[src/rtl/alu_seq.sv]
`default_nettype none
// ============================================================================
//  Module      : alu_seq
//  Description : Handshaked execute-stage ALU with a one-entry result
//                register and an iterative shift-add multiplier.
//  Revision    : 1.0 - initial release
// ============================================================================
module alu_seq #(
    parameter int WIDTH  = 32,
    parameter bit MUL_EN = 1'b1
) (
    input  logic             clk,
    input  logic             reset,
    input  logic             in_valid,
    output logic             in_ready,
    input  logic [WIDTH-1:0] A,
    input  logic [WIDTH-1:0] B,
    input  logic [2:0]       CTRL,
    output logic             out_valid,
    input  logic             out_ready,
    output logic [WIDTH-1:0] R,
    output logic             zero,
    output logic             ovf,
    output logic             branch
);

    localparam int             SHW      = $clog2(WIDTH);
    localparam logic [SHW-1:0] CNT_LAST = SHW'(WIDTH - 1);

    localparam logic [2:0] OP_ADD = 3'b000;
    localparam logic [2:0] OP_SUB = 3'b001;
    localparam logic [2:0] OP_AND = 3'b010;
    localparam logic [2:0] OP_OR  = 3'b011;
    localparam logic [2:0] OP_XOR = 3'b100;
    localparam logic [2:0] OP_SLT = 3'b101;
    localparam logic [2:0] OP_SLL = 3'b110;
    localparam logic [2:0] OP_MUL = 3'b111;

    typedef enum logic [0:0] {
        ST_IDLE = 1'b0,
        ST_MUL  = 1'b1
    } state_t;

    state_t             state_q, state_d;
    logic [WIDTH-1:0]   r_q, r_d;
    logic               zero_q, zero_d;
    logic               ovf_q, ovf_d;
    logic               branch_q, branch_d;
    logic               out_valid_q, out_valid_d;
    logic [2*WIDTH-1:0] mcand_q, mcand_d;
    logic [2*WIDTH-1:0] acc_q, acc_d;
    logic [WIDTH-1:0]   mplier_q, mplier_d;
    logic [SHW-1:0]     cnt_q, cnt_d;

    logic [WIDTH-1:0]   w_alu_res;
    logic               w_alu_ovf;
    logic               w_alu_sub;
    logic [2*WIDTH-1:0] w_acc_step;
    logic               w_accept;
    logic               w_drain;
    logic               w_start_mul;

    // Accept only when idle and the result slot is empty or draining now;
    // nothing is accepted while reset is asserted.
    assign in_ready    = reset && (state_q == ST_IDLE) && (!out_valid_q || out_ready);
    assign w_accept    = in_valid && in_ready;
    assign w_drain     = out_valid_q && out_ready;
    assign w_start_mul = MUL_EN && (CTRL == OP_MUL);

    // One shift-add step: add the shifted multiplicand when the current
    // multiplier LSB is set.
    assign w_acc_step  = acc_q + (mplier_q[0] ? mcand_q : {(2*WIDTH){1'b0}});

    assign R         = r_q;
    assign zero      = zero_q;
    assign ovf       = ovf_q;
    assign branch    = branch_q;
    assign out_valid = out_valid_q;

    // Single-cycle operation result and overflow flag.
    always_comb begin
        w_alu_res = '0;
        w_alu_ovf = 1'b0;
        w_alu_sub = 1'b0;
        case (CTRL)
            OP_ADD: begin
                w_alu_res = A + B;
                w_alu_ovf = (A[WIDTH-1] == B[WIDTH-1]) && (w_alu_res[WIDTH-1] != A[WIDTH-1]);
            end
            OP_SUB: begin
                w_alu_res = A - B;
                w_alu_ovf = (A[WIDTH-1] != B[WIDTH-1]) && (w_alu_res[WIDTH-1] != A[WIDTH-1]);
                w_alu_sub = 1'b1;
            end
            OP_AND:  w_alu_res = A & B;
            OP_OR:   w_alu_res = A | B;
            OP_XOR:  w_alu_res = A ^ B;
            OP_SLT:  w_alu_res = {{(WIDTH-1){1'b0}}, ($signed(A) < $signed(B))};
            OP_SLL:  w_alu_res = A << B[SHW-1:0];
            default: w_alu_res = '0;   // MUL with the multiplier disabled yields 0
        endcase
    end

    // Next-state logic: output slot handshake, op launch and multiply steps.
    always_comb begin
        state_d     = state_q;
        r_d         = r_q;
        zero_d      = zero_q;
        ovf_d       = ovf_q;
        branch_d    = branch_q;
        out_valid_d = out_valid_q;
        mcand_d     = mcand_q;
        acc_d       = acc_q;
        mplier_d    = mplier_q;
        cnt_d       = cnt_q;

        if (w_drain) begin
            out_valid_d = 1'b0;
        end

        case (state_q)
            ST_IDLE: begin
                if (w_accept) begin
                    if (w_start_mul) begin
                        state_d  = ST_MUL;
                        mcand_d  = {{WIDTH{1'b0}}, A};
                        mplier_d = B;
                        acc_d    = '0;
                        cnt_d    = '0;
                    end else begin
                        r_d         = w_alu_res;
                        ovf_d       = w_alu_ovf;
                        zero_d      = (w_alu_res == '0);
                        branch_d    = (w_alu_res == '0) && w_alu_sub;
                        out_valid_d = 1'b1;
                    end
                end
            end
            ST_MUL: begin
                acc_d    = w_acc_step;
                mcand_d  = mcand_q << 1;
                mplier_d = mplier_q >> 1;
                cnt_d    = cnt_q + 1'b1;
                if (cnt_q == CNT_LAST) begin
                    state_d     = ST_IDLE;
                    r_d         = w_acc_step[WIDTH-1:0];
                    ovf_d       = |w_acc_step[2*WIDTH-1:WIDTH];
                    zero_d      = (w_acc_step[WIDTH-1:0] == '0);
                    branch_d    = 1'b0;
                    out_valid_d = 1'b1;
                end
            end
            default: state_d = ST_IDLE;
        endcase
    end

    // State and datapath registers; reset aborts any multiply in flight.
    always_ff @(posedge clk or negedge reset) begin
        if (!reset) begin
            state_q     <= ST_IDLE;
            r_q         <= '0;
            zero_q      <= 1'b0;
            ovf_q       <= 1'b0;
            branch_q    <= 1'b0;
            out_valid_q <= 1'b0;
            mcand_q     <= '0;
            acc_q       <= '0;
            mplier_q    <= '0;
            cnt_q       <= '0;
        end else begin
            state_q     <= state_d;
            r_q         <= r_d;
            zero_q      <= zero_d;
            ovf_q       <= ovf_d;
            branch_q    <= branch_d;
            out_valid_q <= out_valid_d;
            mcand_q     <= mcand_d;
            acc_q       <= acc_d;
            mplier_q    <= mplier_d;
            cnt_q       <= cnt_d;
        end
    end

endmodule
`default_nettype wire

[config.mk]
export PLATFORM = sky130hd
export DESIGN_NAME = alu_seq
export DESIGN_NICKNAME = d
export VERILOG_FILES = /design/src/rtl/alu_seq.sv
export SDC_FILE = /design/constraint.sdc
export NUM_CORES = 1
export LEC_CHECK = 0
export ABC_AREA = 1
export CAP_MARGIN = 30
export CORE_AREA = 2 2 314 192
export DETAILED_ROUTE_END_ITERATION = 16
export DIE_AREA = 0 0 316 194
export PLACE_DENSITY = 0.6
export SLEW_MARGIN = 5
export SYNTH_ARGS = -nofsm -noshare
export SYNTH_HDL_FRONTEND = slang
export SYNTH_SLANG_ARGS = --single-unit
[constraint.sdc]
create_clock -name clk -period 3.4 [get_ports clk]
set_input_delay 0.51 -clock clk [delete_from_list [all_inputs] [get_ports clk]]
set_output_delay 0.51 -clock clk [all_outputs]
set_load 0.03 [all_outputs]
Word level (Yosys, flattened, before mapping):

Index checks and enable logic that the tools add are counted.

* register bits: 202
* latch bits: 0
* memory bits (writable): 0
* memory bits (read-only): 0
* bits of input ports: 71
* output and inout bits: 37
* word-level logic and storage cells: 92
* memories: 0

* add/sub/neg operators: 4
* multipliers: 0
* divide/modulo/power cells: 0
* magnitude comparators: 1
* eq/ne operators: 16
* shifts and indexed selects: 1
* muxes and demuxes: 41
* bitwise gates (word level): 4
* reduce and logical (&&, ||, !) cells: 15

Operator list (count)
* 64-bit two-way mux: 5
* 64-bit one-hot mux with 2 select lines: 2
* 32-bit one-hot mux with 7 select lines: 1
* 32-bit two-way mux: 5
* 32-bit one-hot mux with 2 select lines: 2
* 64-bit adder: 1
* 32-bit zero test: 2
* 32-bit adder: 1
* 32-bit AND: 1
* 32-bit less-than comparator: 1
* 32-bit bitwise OR: 1
* 32-bit OR reduction: 1
* 32-bit by 5-bit << shifter with 32-bit output: 1
* 32-bit subtractor: 1
* 32-bit bitwise XOR: 1
* 1-bit two-way mux: 17
* 3-bit equality test, second input constant: 4
* 1-bit one-hot mux with 2 select lines: 6
* 5-bit two-way mux: 2
* 5-bit one-hot mux with 2 select lines: 1
* 1-bit logical AND: 7
* 3-bit by 2-bit equality test with 1-bit output, second input constant: 2
* 2-bit inequality test, second input constant: 3
* 5-bit by 1-bit adder with 5-bit output, second input constant: 1
* 11 further kinds: 13

Logic depth before layout (Yosys ltp):

Gate-level depths: netlist (run 1).

* depth after elaboration: 7
* depth in mapped cells: 27
* gate-level depth less buffers: 25

Worst setup path before layout (run 1):

No wires, ideal clock.

* kind: register -> register
* from: register mplier_q[0]
* to: register ovf_q, in the netlist ovf
* library setup time: 117 ps
* data arrival time: 2761 ps
* data required time: 3283 ps
* setup slack: 523 ps
* stages on the path, launching flop included: 27
* buffers on the path: 2
* clock period less this slack: 2877 ps
* cells stage by stage: dfrtp_1 > clkbuf_1 > buf_1 > nand2_1 > inv_1 > ha_1 > fa_1 > nand2_1 > inv_1 > nand2_1 > nand2_2 > nand2_1 > nand2_2 > nand2_2 > nand2_1 > nand2_1 > nand2_1 > nand2_1 > nand3b_1 > nand2_1 > nand2_1 > nor2_1 > nand2_1 > nor2_1 > nand3_1 > nand2_1 > nand2_1

* longest elaborated chain between the ends: 5

Ends and longest elaborated chain
* from (decl): RTL line 52 `logic [WIDTH-1:0] mplier_q, mplier_d;`
* from (signal assigned): RTL line 179 `mplier_q <= mplier_d;`
* 64-bit two-way mux: RTL line 72 `assign w_acc_step = acc_q + (mplier_q[0] ? mcand_q : {(2*WIDTH){1'b0}});`
* 64-bit adder: RTL line 72
* 32-bit OR reduction: RTL line 147 `ovf_d = |w_acc_step[2*WIDTH-1:WIDTH];`
* 1-bit two-way mux: RTL line 144 `if (cnt_q == CNT_LAST) begin`
* 1-bit one-hot mux with 2 select lines: RTL line 121 `case (state_q)`
* to (signal assigned): RTL line 174 `ovf_q <= ovf_d;`
* to (decl): RTL line 47 `logic ovf_q, ovf_d;`

Every way passes these cells. The select of a mux whose other input is x is not followed.
A chain may end at the register's enable or synchronous reset.

Final worst setup path (run 1):

Same ends and word-level chain as after synthesis.

==> impl_results.md, run 1 <==
- Startpoint types: flip-flop
- Max Slew Vio Count: 0
- Part of the cycle the worst path needs: 1.04
- Post-synth EDFFs: 0
- Initial Util: 0.395
- Gpl congestion: 1.07
- Final WL: 129 mm
- Arrival @ worst endpoint: 3970 ps
- Count leader, synth: nand2_1
- Slew headroom: 0.504
- WP data required: 3850 ps
- Post-synthesis mux area share: 0
- Core ar.: 58400 µm²
- First-pass GRT wire length: 184 mm
- Ranking of synthesized cells by area: nand2_1 23%, dfrtp_1 22%, inv_1 11%
- Worst slew pin tran: 742 ps
- Status: finished with violations
- Post-Synth Adder-Cell Area: 0.0996
- Setup WS post-layout: -121 ps
- Starting DRT DRC Count: 4165
- Crit path capture type: flip-flop
- Total GRT Usage: 0.415
- CTS Sinks: 202
- Dpl ws: -484 ps
- R2r setup slk: -120 ps
- Final Core Density: 0.548
- Top fanout value on the critical path: 33
- Worst setup startpoint: mplier_q[0]
- Cell taking the most area after synthesis: nand2_1
- # nets final: 5049
- Top_reg_cell synth: dfrtp_1
- Sequential Area: 5060 µm²
- Fill count: 5991
- Post-Syn Instances: 4026
- Synthesized net count: 4279
- H-tree Lvls: 1
- Largest net degree at the start of global routing: 122
- Hold slack: 370 ps
- Clock root cell: clkbuf_16
- Max frequency: 0.284 GHz
- 1st-pass router iterations: 6
- Synth top cells by count: 1415 x nand2_1, 684 x inv_1, 404 x nor2_1, 363 x nand3_1, 202 x dfrtp_1
- PD cells: 898 nW/µm²
- Clock Latency Late Sink: 570 ps
- Worst-path clk slew: 70 ps
- Worst setup path category: reg -> reg
- Post-synthesis sequential area ratio: 0.219
- Yosys warnings: 0
- Synth Area in Compound Gates: 0.115
- Asr flop ratio synth: 1.00
- Final instance area: 32000 µm²
- Setup TNS: -121 ps
- Die area: 61300 µm²
- Total power: 28.8 mW
- Peak supply drop: 0.00123 V
- CTS tree: yes
- Final Hold Viols: 0
- Vias: 29.9k
- Chip width: 316 µm
- Port Buffer Count: 107
- Crit Reg-Reg Startpoint: mplier_q[0]
- XOR/XNOR share of the synthesized area: 0.0106
- Cell Area, Placed: 30700 µm²
- Syn Std Cell Area: 23100 µm²
- Rows: 69
- GR Overflow Total: 0
- Via density: 5.34
- Simple logic cell fraction of the synthesized area: 0.414
- Netlist cell types: 43
- Shortest period the worst path allows: 3520 ps
- Area growth from synthesis to layout: 38.8%
- Area of the multi-input gates: 15200 µm²
- Vias in the first global route: 26.6k
- Dpl hpwl: 111 mm
- Synth top area share: 0.230
- MaxCap Viol Count: 0
- Clk_skew: 18.3 ps
- Combinational family with the most area after synthesis: simple AND/OR/NAND/NOR gates
- Hold/Removal Path Class: in -> async
- DP Cell Count: 5550
- Fin cells: 5596
- #FFs+latches synth: 202
- # IOs: 108
- Num CTS Buffers: 22
- Endpoints failing setup: 1
- Layout cell share with drive strength beyond 1: 0.204
- DRC violations left: 0
- ANT nets after route: 0
- Syn_area_per_cell: 5.73 µm²
- Failing checks: negative setup slack
- Maximum buffer depth of the clock tree: 3
- RSZ-0062 raised after global routing: true
- Die Y: 194 µm
- Antenna violations before repair: 3
- WL per Instance: 23.1 µm
- Pleak: 18.0 nW
path summary, 6_finish.rpt:
check / endpoint / depth (start not counted)
min: mcand_q[58] / 2
max in group asynchronous: state_q / 3
min in group clk: R[1] / 2
max: ovf / 22
min reg2reg: R[1] / 2
max reg2reg: ovf / 22
cell usage in the layout, fill, tap and decap left out, drive strengths merged, types with 4 or more instances in the layout:
master,count
clkinv,8
clkdlybuf4s50,104
dfrtp,202
nand3,369
clkbuf,27
inv,693
nand3b,18
xnor2,12
o211ai,9
a22o,4
nor2,412
a221oi,9
and2,5
a31oi,67
a21oi,152
xor2,16
o22ai,75
buf,777
ha,179
nand4,43
o21bai,21
nor3,32
o21ai,124
nand2,1423
or2,13
kinds of logic after synthesis:
logic type / count (synthesis)
and+or+nand+nor: 2322
xor gates and xnor gates: 28
adders and majority gates: 182
buffers and inverters: 829
DFF: 202
AOI/OAI and AO/OA: 463
where the power goes:
part | switching (mW) | leakage, nW | internal [mW]
clock network | 1.13 | 0.371 | 1.48
logic | 13.4 | 15.2 | 8.44
registers | 0.802 | 2.41 | 3.59
state kept, by name, summed over array words and instances, names as in the netlist:
name       flops
ovf            1
out_valid      1
branch         1
mplier_q      32
zero           1
mcand_q       64
acc_q         64
R             32
cnt_q          5
state_q        1
routing by layer:
| layer | up-vias | global-route usage | routed length [µm] |
|---|---|---|---|
| met5 | - | 0 | 0 |
| met4 | 0 | 0.0527 | 1780 |
| met3 | 75 | 0.264 | 26400 |
| met2 | 1778 | 0.404 | 36900 |
| met1 | 13869 | 0.692 | 64300 |
| li1 | 14183 | - | - |
critical path, stage by stage (launching register included):
cell	delay [ps]
dfrtp_2	460
buf_12	190
nand2_1	80
inv_1	40
ha_1	370
nand2_1	90
nand2_1	200
a21oi_1	310
buf_4	170
o21bai_1	90
nand2_1	70
nand2_1	50
a21oi_1	240
nand3b_1	110
nand2_1	120
nand2_1	100
nor2_2	140
nand2_2	130
nor2_1	120
buf_4	140
nand3_1	70
nand2_1	60
nand2_1	40
cell type report:
| type | instances | share of cell area |
|---|---|---|
| flip-flops and latches | 202 | 0.158 |
| clock inverters | 13 | 0.00527 |
| multi-input cells | 2995 | 0.475 |
| diodes | 3 | 0.000234 |
| inverters | 692 | 0.0812 |
| clock buffers | 27 | 0.0184 |
| well taps | 781 | 0.0305 |
| repair buffers | 883 | 0.231 |
what timing repair did:
action                     4_1_cts  5_1_grt
hold endpoints to repair        11        0
hold buffers                     1        0
setup endpoints to repair        2        7
gates resized for setup         61       75
pin swaps                        4        6
setup buffers                    1        0
Power figures use the tool's default switching activity.
==> inputs of run 2 (changes only) <==
==> config.mk (replaced) <==
export PLATFORM = sky130hd
export DESIGN_NAME = alu_seq
export DESIGN_NICKNAME = d
export VERILOG_FILES = /design/src/rtl/alu_seq.sv
export SDC_FILE = /design/constraint.sdc
export NUM_CORES = 1
export LEC_CHECK = 0
export CAP_MARGIN = 30
export CORE_AREA = 2 2 295 180
export DETAILED_ROUTE_END_ITERATION = 16
export DIE_AREA = 0 0 297 182
export PLACE_DENSITY = 0.61
export SLEW_MARGIN = 5
export SYNTH_ARGS = -nofsm -noshare
export SYNTH_HDL_FRONTEND = slang
export SYNTH_SLANG_ARGS = --single-unit
==> run 2 against run 1 <==
Against the previous run:
- non-clock buffer count rose by 232
- synthesized cell count fell by 34%
- sequential power decreased by 4.8%
- the run still ends with negative setup slack left
- die area shrank 12%
- sequential share of layout area shrank 0.35 points
- total power shrank 27%
- critical path type unchanged
- area after synthesis decreased by 12%
- via count down 14%
- critical endpoint unchanged
- final area up 2.3%
- clock power is 7.7% higher
- utilization is 8.6 points higher
- highest routed layer is now met5
==> impl_results.md, run 2 <==
- Maximum buffer depth of the clock tree: 3 (unchanged)
- Synth top area share: 0.248 (+0.0177)
- Post-synthesis mux area share: 0.0629 (+0.0629)
- Worst setup startpoint: mplier_q[0]
- Final Hold Viols: 0 (unchanged)
- Core ar.: 51700 µm² (-12%)
- WP data required: 3840 ps (about the same)
- #FFs+latches synth: 202 (unchanged)
- Internal power: 11.7 mW (-13%)
- Cell taking the most area after synthesis: dfrtp_1
- Top fanout value on the critical path: 23 (-30%)
- Syn_area_per_cell: 7.67 µm² (+34%)
- Shortest period the worst path allows: 4850 ps (+1330 ps)
- Largest registers: acc_q (64), mcand_q (64)
- ANT nets after route: 0 (unchanged)
- Total GRT Usage: 0.375 (-0.0399)
- Simple logic cell fraction of the synthesized area: 0.212 (-0.201)
- Asr flop ratio synth: 1.00 (unchanged)
- Part of the cycle the worst path needs: 1.43 (+0.391)
- Starting DRT DRC Count: 2790 (-33%)
- Final WL: 104 mm (-20%)
- Num CTS Buffers: 24 (+9.1%)
- Clock root cell: clkbuf_16
- GR Overflow Total: 0 (unchanged)
- Final instance area: 32800 µm² (+2.3%)
- Startpoint types: flip-flop
- # IOs: 108 (unchanged)
- CTS tree: yes
- Switching share of power: 0.444 (-0.0866)
- Dpl hpwl: 81.3 mm (-27%)
- 1st-pass router iterations: 6 (unchanged)
- Top_reg_cell synth: dfrtp_1
- Peak supply drop: 0.000482 V (-61%)
- Antenna violations before repair: 3 (unchanged)
- Hold/Removal Path Class: in -> async
- WL per Instance: 23.9 µm (+3.6%)
- Crit Reg-Reg Startpoint: mplier_q[0]
- Post-Syn Instances: 2659 (-34%)
- Final Core Density: 0.634 (+0.0857)
- Synth Area in Compound Gates: 0.278 (+0.164)
- Vias in the first global route: 24.7k (-7.3%)
- # nets final: 3880 (-23%)
- Slew headroom: 0.275 (-0.229)
- Setup WS post-layout: -1450 ps (-1330 ps)
- Post-Synth Adder-Cell Area: 0.113 (+0.0131)
- Gpl congestion: 1.05 (-2.1%)
- XOR/XNOR share of the synthesized area: 0.0326 (+0.0220)
- Clock Latency Late Sink: 580 ps (about the same)
- Largest net degree at the start of global routing: 98 (-20%)
- First-pass GRT wire length: 156 mm (-15%)
- DRC violations left: 0 (unchanged)
- Syn Std Cell Area: 20400 µm² (-12%)
- Worst-path clk slew: 90 ps (+20 ps)
- Port Buffer Count: 107 (unchanged)
- Synth top cells by count: 335 x nand2_1, 264 x nor2_1, 232 x a21oi_1, 218 x o21ai_0, 202 x dfrtp_1
- CTS Sinks: 202 (unchanged)
- Setup TNS: -18620 ps (-18500 ps)
- Synthesized net count: 2912 (-32%)
- Failing checks: negative setup slack
- Endpoints failing setup: 45 (+44)
- Post-synth EDFFs: 0 (unchanged)
- Reg2reg end: ovf
- Worst slew pin tran: 1090 ps (+346 ps)
- Combinational share of power: 0.669 (-0.088)
- Count leader, synth: nand2_1
- Combinational family with the most area after synthesis: compound AO/OA/AOI/OAI gates
- MaxCap Viol Count: 0 (unchanged)
- Layout cell share with drive strength beyond 1: 0.402 (+0.197)
- Reg2Reg Depth: 18 (-18%)
- Chip width: 297 µm (-6.0%)
- Yosys warnings: 0 (unchanged)
- Max Slew Vio Count: 0 (unchanged)
- Cell Area, Placed: 29200 µm² (-5.2%)
- Die area: 54100 µm² (-12%)
- Max frequency: 0.206 GHz (-27%)
- Status: finished with violations
- Commonest non-fill, non-tap cells in the layout: 953 x buf_4, 325 x nand2_1, 253 x nor2_1, 200 x dfrtp_1, 181 x a21oi_1
- Arrival @ worst endpoint: 5290 ps (+1320 ps)
- Initial Util: 0.395 (-0.000520)
- R2r setup slk: -1450 ps (-1330 ps)
- Clock network power share: 0.133 (+0.042)
- RSZ-0062 raised after global routing: true
- Netlist cell types: 82 (+91%)
- Setup crit end: ovf
- Worst setup path category: reg -> reg
- Post-synthesis sequential area ratio: 0.248 (+0.0288)
- Hold slack: 410 ps (+40.3 ps)
- Area growth from synthesis to layout: 60.7%
- Rows: 65 (-5.8%)
- H-tree Lvls: 1 (unchanged)
- Sw power: 9.37 mW (-39%)
- Clk_skew: 34.0 ps (+15.7 ps)
- Commonest non-fill, non-tap cell in the layout: buf_4
- Seq pwr share: 0.198 (+0.045)
- Vias: 25.7k (-14%)
- Via density: 5.90 (+10%)
- Ranking of synthesized cells by area: dfrtp_1 25%, ha_1 11%, nand2_1 6.2%
- Die Y: 182 µm (-6.2%)
- Pleak: 15.2 nW (-15%)
- PD cells: 643 nW/µm² (-28%)
- Crit path capture type: flip-flop
==> run 2: cell types whose count changed in the layout (fill, tap and decap cells not counted), moves of 37 or more <==
cell and delta:
inv_1 -587, a21o_1 +38, nand3_1 -326, nor2_1 -122, a31oi_1 -53, nand2_2 -37
mux2i_1 +49, o21ai_0 +60, and2_1 +58, a21oi_2 +39, nand2_1 -1048, buf_6 +40
buf_4 +218
==> run 2: cell type report <==
cell class	instances	area, µm²
sequential	202	5060
inverter	114	438
antenna	1	2.50
clock buffer	32	661
clock inverter	12	158
multi-input combinational	2170	16600
tap	703	880
fill	4506	18900
timing repair buffer	1115	9020
==> run 2: worst min-delay path by stage <==
stage,start,endpoint,slack [ps]
floorplan,reset,R[0],210
global placement,reset,out_valid,400
detailed placement,reset,mplier_q[6],400
CTS,A[0],mcand_q[0],410
global route,A[0],mcand_q[0],400
finish,reset,mplier_q[6],410
==> run 2: per-layer routing <==
layer,wire [µm],share of wire,track usage
met1,49300,0.47,0.579
met2,40100,0.38,0.510
met3,12000,0.12,0.0986
met4,2620,0.025,0.0834
met5,111,0.0011,0.0150
==> run 2: through the flow <==
step,total power [mW],worst slack [ps],std cells
floorplan,9.62,-1100,2659
global placement,15.5,-1650,4239
detailed placement,15.8,-1680,4239
CTS,20.0,-1350,4327
global route,22.2,-1600,4349
finish,21.1,-1450,4349
==> run 2: what timing repair did <==
| action | 4_1_cts | 5_1_grt |
|---|---|---|
| hold buffers | 1 | 0 |
| pin swaps | 124 | 71 |
| buffers inserted | 44 | 20 |
| endpoints found under the setup margin | 58 | 62 |
| resized for setup | 427 | 131 |
| endpoints found under the hold margin | 36 | 0 |
| cloned | 3 | 1 |
==> run 2: cells by family (layout without fill, tap and decap cells) <==
kind of cell / count (synthesis) / in the layout
other cells: 0 / 1
flops: 202 / 202
fa+ha+maj: 182 / 182
mux: 93 / 93
buf+inv: 287 / 1273
simple gates: 933 / 933
compound gates: 886 / 886
xor+xnor: 76 / 76
==> run 2: critical path, stage by stage, from the launching register on <==
cell and delay (ps):
dfrtp_2 470, buf_12 190, and2_1 160, ha_1 300, buf_4 160, and4_1 260
nand2_1 180, nor4_4 330, buf_4 180, and4b_1 210, nor3_2 60, xnor2_1 150
or4_1 410, or4b_1 460, or4b_1 490, nor4_2 160, buf_4 170, nand4b_1 90
o31a_1 250
==> run 2: power groups by stage <==
stage | Clock [mW] | Combinational [mW] | Sequential, mW
2_1_floorplan | 0 | 5.36 | 4.26
3_3_place_gp | 0 | 11.4 | 4.13
3_5_place_dp | 0 | 11.7 | 4.13
4_1_cts | 2.84 | 13.0 | 4.16
5_1_grt | 2.94 | 15.0 | 4.28
6_report | 2.81 | 14.1 | 4.18
